## src/rtl/mips_stage2_decode.sv

```systemverilog
// MIPS instruction-decode stage: IF/ID register, register file with write-first
// bypass, immediate extension, control decode, load-use stall and ID/EX register.
module mips_stage2_decode #(
    parameter int REG_COUNT = 32,
    parameter int XLEN      = 32
) (
    input  logic            clk,
    input  logic            rst,
    input  logic [XLEN-1:0] if_pc,
    input  logic [XLEN-1:0] if_inst,
    input  logic            if_valid,
    input  logic            flush,
    input  logic            wb_we,
    input  logic [4:0]      wb_addr,
    input  logic [XLEN-1:0] wb_data,
    output logic            stall_out,
    output logic            id_valid,
    output logic [XLEN-1:0] id_pc,
    output logic [5:0]      id_opcode,
    output logic [5:0]      id_funct,
    output logic [4:0]      id_rs,
    output logic [4:0]      id_rt,
    output logic [4:0]      id_rd,
    output logic [XLEN-1:0] id_rs_data,
    output logic [XLEN-1:0] id_rt_data,
    output logic [XLEN-1:0] id_imm,
    output logic            id_mem_read,
    output logic            id_reg_write
);

    localparam logic [5:0] OP_RTYPE = 6'h00;
    localparam logic [5:0] OP_BEQ   = 6'h04;
    localparam logic [5:0] OP_BNE   = 6'h05;
    localparam logic [5:0] OP_ADDI  = 6'h08;
    localparam logic [5:0] OP_ANDI  = 6'h0C;
    localparam logic [5:0] OP_ORI   = 6'h0D;
    localparam logic [5:0] OP_XORI  = 6'h0E;
    localparam logic [5:0] OP_LW    = 6'h23;
    localparam logic [5:0] OP_SW    = 6'h2B;

    logic            ifid_valid;
    logic [XLEN-1:0] ifid_pc;
    logic [XLEN-1:0] ifid_inst;

    logic [XLEN-1:0] regs [REG_COUNT];

    logic [5:0]      dec_opcode;
    logic [5:0]      dec_funct;
    logic [4:0]      dec_rs;
    logic [4:0]      dec_rt;
    logic [4:0]      dec_rd;
    logic [XLEN-1:0] dec_imm;
    logic [XLEN-1:0] dec_rs_data;
    logic [XLEN-1:0] dec_rt_data;
    logic            dec_mem_read;
    logic            dec_reg_write;
    logic            dec_uses_rt;
    logic            dec_zero_ext;
    logic            bubble;

    assign dec_opcode = ifid_inst[31:26];
    assign dec_rs     = ifid_inst[25:21];
    assign dec_rt     = ifid_inst[20:16];
    assign dec_funct  = ifid_inst[5:0];
    assign dec_rd     = (dec_opcode == OP_RTYPE) ? ifid_inst[15:11] : ifid_inst[20:16];

    assign dec_zero_ext = (dec_opcode == OP_ANDI) || (dec_opcode == OP_ORI) ||
                          (dec_opcode == OP_XORI);
    assign dec_imm = dec_zero_ext ? {{(XLEN-16){1'b0}}, ifid_inst[15:0]}
                                  : {{(XLEN-16){ifid_inst[15]}}, ifid_inst[15:0]};

    assign dec_mem_read  = (dec_opcode == OP_LW);
    assign dec_reg_write = (dec_opcode == OP_RTYPE) || (dec_opcode == OP_ADDI) ||
                           (dec_opcode == OP_LW);
    assign dec_uses_rt   = (dec_opcode == OP_RTYPE) || (dec_opcode == OP_SW) ||
                           (dec_opcode == OP_BEQ)   || (dec_opcode == OP_BNE);

    // Write-first: a write-back landing this edge is visible to the reader now.
    always_comb begin
        dec_rs_data = regs[dec_rs];
        if (dec_rs == 5'd0)
            dec_rs_data = '0;
        else if (wb_we && (wb_addr == dec_rs))
            dec_rs_data = wb_data;
    end

    always_comb begin
        dec_rt_data = regs[dec_rt];
        if (dec_rt == 5'd0)
            dec_rt_data = '0;
        else if (wb_we && (wb_addr == dec_rt))
            dec_rt_data = wb_data;
    end

    // The load in ID/EX has not produced its data yet; hold the consumer one cycle.
    assign stall_out = ifid_valid && id_valid && id_mem_read && (id_rd != 5'd0) &&
                       ((id_rd == dec_rs) || ((id_rd == dec_rt) && dec_uses_rt));

    assign bubble = flush || stall_out || !ifid_valid;

    always_ff @(posedge clk or negedge rst) begin
        if (!rst) begin
            for (int i = 0; i < REG_COUNT; i++)
                regs[i] <= '0;
        end else if (wb_we && (wb_addr != 5'd0)) begin
            regs[wb_addr] <= wb_data;
        end
    end

    always_ff @(posedge clk or negedge rst) begin
        if (!rst) begin
            ifid_valid <= 1'b0;
            ifid_pc    <= '0;
            ifid_inst  <= '0;
        end else if (flush) begin
            ifid_valid <= 1'b0;
        end else if (!stall_out) begin
            ifid_valid <= if_valid;
            ifid_pc    <= if_pc;
            ifid_inst  <= if_inst;
        end
    end

    always_ff @(posedge clk or negedge rst) begin
        if (!rst) begin
            id_valid     <= 1'b0;
            id_pc        <= '0;
            id_opcode    <= '0;
            id_funct     <= '0;
            id_rs        <= '0;
            id_rt        <= '0;
            id_rd        <= '0;
            id_rs_data   <= '0;
            id_rt_data   <= '0;
            id_imm       <= '0;
            id_mem_read  <= 1'b0;
            id_reg_write <= 1'b0;
        end else if (bubble) begin
            id_valid     <= 1'b0;
            id_pc        <= '0;
            id_opcode    <= '0;
            id_funct     <= '0;
            id_rs        <= '0;
            id_rt        <= '0;
            id_rd        <= '0;
            id_rs_data   <= '0;
            id_rt_data   <= '0;
            id_imm       <= '0;
            id_mem_read  <= 1'b0;
            id_reg_write <= 1'b0;
        end else begin
            id_valid     <= 1'b1;
            id_pc        <= ifid_pc;
            id_opcode    <= dec_opcode;
            id_funct     <= dec_funct;
            id_rs        <= dec_rs;
            id_rt        <= dec_rt;
            id_rd        <= dec_rd;
            id_rs_data   <= dec_rs_data;
            id_rt_data   <= dec_rt_data;
            id_imm       <= dec_imm;
            id_mem_read  <= dec_mem_read;
            id_reg_write <= dec_reg_write;
        end
    end

endmodule

```

## config.mk

```make
export PLATFORM = sky130hd
export DESIGN_NAME = mips_stage2_decode
export DESIGN_NICKNAME = d
export VERILOG_FILES = /design/src/rtl/mips_stage2_decode.sv
export SDC_FILE = /design/constraint.sdc
export NUM_CORES = 2
export LEC_CHECK = 0
export CAP_MARGIN = 20
export CORE_MARGIN = 10
export CORE_UTILIZATION = 40
export DETAILED_ROUTE_END_ITERATION = 7
export REMOVE_ABC_BUFFERS = 1
export SYNTH_ARGS = -nofsm -noshare
export SYNTH_HDL_FRONTEND = slang
export SYNTH_SLANG_ARGS = --single-unit
```

## constraint.sdc

```tcl
create_clock -name clk -period 4.6 [get_ports clk]
set_clock_uncertainty 0.2 [all_clocks]
set_input_delay 1.15 -clock clk [delete_from_list [all_inputs] [get_ports clk]]
set_output_delay 1.15 -clock clk [all_outputs]
set_load 0.1 [all_outputs]
```

==> results.json <==
{
  "cellPowerDensity_nw_per_um2": 454,
  "end_kind": "output port",
  "initial_core_util": 0.404,
  "finalMaxSlewViolations": 0,
  "die_width_um": 412,
  "clock-root-buffer": "clkbuf_16",
  "start_kind": "flip-flop",
  "ff2ff_path_depth": 6,
  "seq_area_frac_synth": 0.499,
  "synthCells": 4067,
  "synthArstFlopShare": 1.00,
  "place_congestion": 0.771,
  "synthAdderAreaFrac": 0,
  "cts_tree": "done",
  "synth_top_family_by_area": "multiplexers",
  "synth_compound_area_frac": 0.0258,
  "vias": 38400,
  "avgRoutedWirePerCell_um": 30.4,
  "synthMuxAreaShare": 0.405,
  "hold_viol_final": 0,
  "maxCapViolCount": 0,
  "hold_class": "in -> async",
  "grt_pass1_vias": 39900,
  "crit_fanout": 19,
  "tightest_slew_ns": 1.19,
  "synthFlopType": "dfrtp_1",
  "p_leak_nw": 30.7,
  "cts_setup_buffers": 0,
  "syn_area_um2": 61400,
  "avgSynthCellArea_um2": 15.1,
  "synth_cell_type_count": 44,
  "grtUsageTotal": 0.224,
  "clock-sinks": 1226,
  "drive_gt1_frac": 0.476,
  "status": "finished clean",
  "drt-pass1-iter-count": 5,
  "synth_seq_cells": 1226,
  "fin_setup_tns_ns": 0,
  "synth_common_cells": "dfrtp_1, mux2_2, mux4_2",
  "place.detailed.hpwl_um": 109000,
  "max_slew_margin": 0.206,
  "coreArea_um2": 152000,
  "numCtsBuffers": 143,
  "cp.required_ns": 3.25,
  "totalWireLength_um": 192000,
  "arrival_ns": 2.89,
  "holdBufCountCts": 0,
  "antenna_found_initial": 3,
  "post_drt_via_cell_ratio": 6.08,
  "dp.cells": 6023,
  "synth-xor-area-share": 0.00285,
  "synth_edf_count": 0,
  "synth_warnings": 0,
  "grt_max_degree": 140,
  "synth.most_common_cell": "dfrtp_1",
  "rows": 143,
  "max_freq_mhz": 236,
  "dieArea_um2": 170000,
  "io_buffers": 264,
  "ant_nets": 0,
  "critical_path_class": "reg -> out",
  "area_growth_pct": 17.2,
  "drt_iter0_markers": 3474,
  "fin_crit_sh": 0.922,
  "setup_viol": 0,
  "stdcell_count": 6308,
  "yosys.area.top_type": "dfrtp_1",
  "grt_setup_unrepaired": "false",
  "fin_crit_ns": 4.24,
  "die_y_um": 412,
  "grt-ovfl-total": 0,
  "cts_buffer_depth": 3,
  "ir_drop_mv": 0.404,
  "synth_top_cell_area_share": 0.499,
  "post-route-util": 0.473,
  "placed_area_um2": 66400,
  "ys_top_cells_by_area": "dfrtp_1, mux2_2, mux4_2",
  "ctsResizeCount": 0,
  "clk_latency_ns": 0.78,
  "fin_nets": 4268,
  "ctsHtreeMaxLevel": 4,
  "grt_pass1_wl_um": 281000,
  "clk_pin_slew_ns": 0.06,
  "finish.instance_area_um2": 72000,
  "drc": 0,
  "synth-simple-area-share": 0.0339,
  "io_pins": 265
}
[report_power, final]
group | switching [W] | internal [W]
combinational | 0.00300 | 0.00385
clock | 0.00471 | 0.00717
sequential | 0.00136 | 0.0126
total | 0.00907 | 0.0236
[routing by layer]
metal / GRT usage / share of wire / vias to the layer above
li1: - / - / 15700
met1: 0.318 / 0.44 / 20900
met2: 0.343 / 0.45 / 1442
met3: 0.0467 / 0.075 / 346
met4: 0.0701 / 0.031 / 2
met5: 0 / 0.000063 / -
[per-stage QoR]
step / hold WS, ns / total power, W / setup WS [ns]
2_1_floorplan: 0.165 / 0.0192 / -8.30
5_1_grt: 0.0952 / 0.0341 / 0.155
6_report: 0.0893 / 0.0327 / 0.359
3_5_place_dp: 0.183 / 0.0209 / 0.824
3_3_place_gp: 0.177 / 0.0207 / 0.827
4_1_cts: 0.0740 / 0.0329 / 0.288
[cells in the final DEF, fill, tap and decap left out, drive strengths merged, types with 4 or more instances in the layout]
master	count
dfrtp	1226
mux2	1060
mux4	512
clkdlybuf4s50	259
clkbuf	221
nor2	161
buf	156
mux2i	143
nor4	80
a22oi	72
and2	65
nand2	40
a2111oi	34
o21ai	32
a21oi	30
o221ai	29
clkinv	28
nor3	24
a22o	12
bufinv	11
xnor2	10
xor2	10
inv	8
nand3	7
or2	6
nor3b	6
nand2b	5
a211oi	4
nand3b	4
and3	4
[final timing paths]
check                      slack (ns)                       from                        to
max in group asynchronous        2.81                        rst     regs[303]$_DFFE_PN0P_
setup reg to reg                 1.03  ifid_inst[22]$_DFFE_PN0P_  id_rs_data[24]$_DFF_PN0_
min in group clk                 0.19     regs[1006]$_DFFE_PN0P_    regs[1006]$_DFFE_PN0P_
hold / removal                   0.09                        rst     regs[418]$_DFFE_PN0P_
hold reg to reg                  0.19     regs[1006]$_DFFE_PN0P_    regs[1006]$_DFFE_PN0P_
setup / recovery                 0.36  ifid_inst[22]$_DFFE_PN0P_                 stall_out
[sequential cells by signal, indices dropped and copies added (netlist names)]
register,cells
id_rt_data,32
id_imm,17
id_reg_write,1
ifid_valid,1
id_pc,32
regs,1024
id_rs,5
ifid_inst,32
id_opcode,6
id_rt,5
id_rd,5
id_mem_read,1
id_valid,1
id_rs_data,32
ifid_pc,32
[layout make-up]
| type | count | area [um^2] |
|---|---|---|
| Sequential cell | 1226 | 30700 |
| Clock buffer | 213 | 4340 |
| Fill cell | 13200 | 80300 |
| Antenna cell | 1 | 2.50 |
| Multi-Input combinational cell | 2366 | 29000 |
| Tap cell | 2030 | 2540 |
| Clock inverter | 47 | 626 |
| Timing Repair Buffer | 423 | 4800 |
| Inverter | 2 | 7.51 |
[kinds of logic (layout without fill, tap and decap cells)]
logic type,after synthesis,in the layout
AOI/OAI and AO/OA,217,217
xor gates and xnor gates,20,20
buffers and inverters,475,685
DFF,1226,1226
muxes,1715,1715
other,0,1
and+or+nand+nor,414,414
[worst max-delay path, cell delays in order (launching register included)]
cell and delay (ns):
dfrtp_4 0.70, xnor2_1 0.17, nand3_1 0.09, nor4_1 0.71, or2_2 0.27, buf_12 0.18
Power figures use the tool's default switching activity.
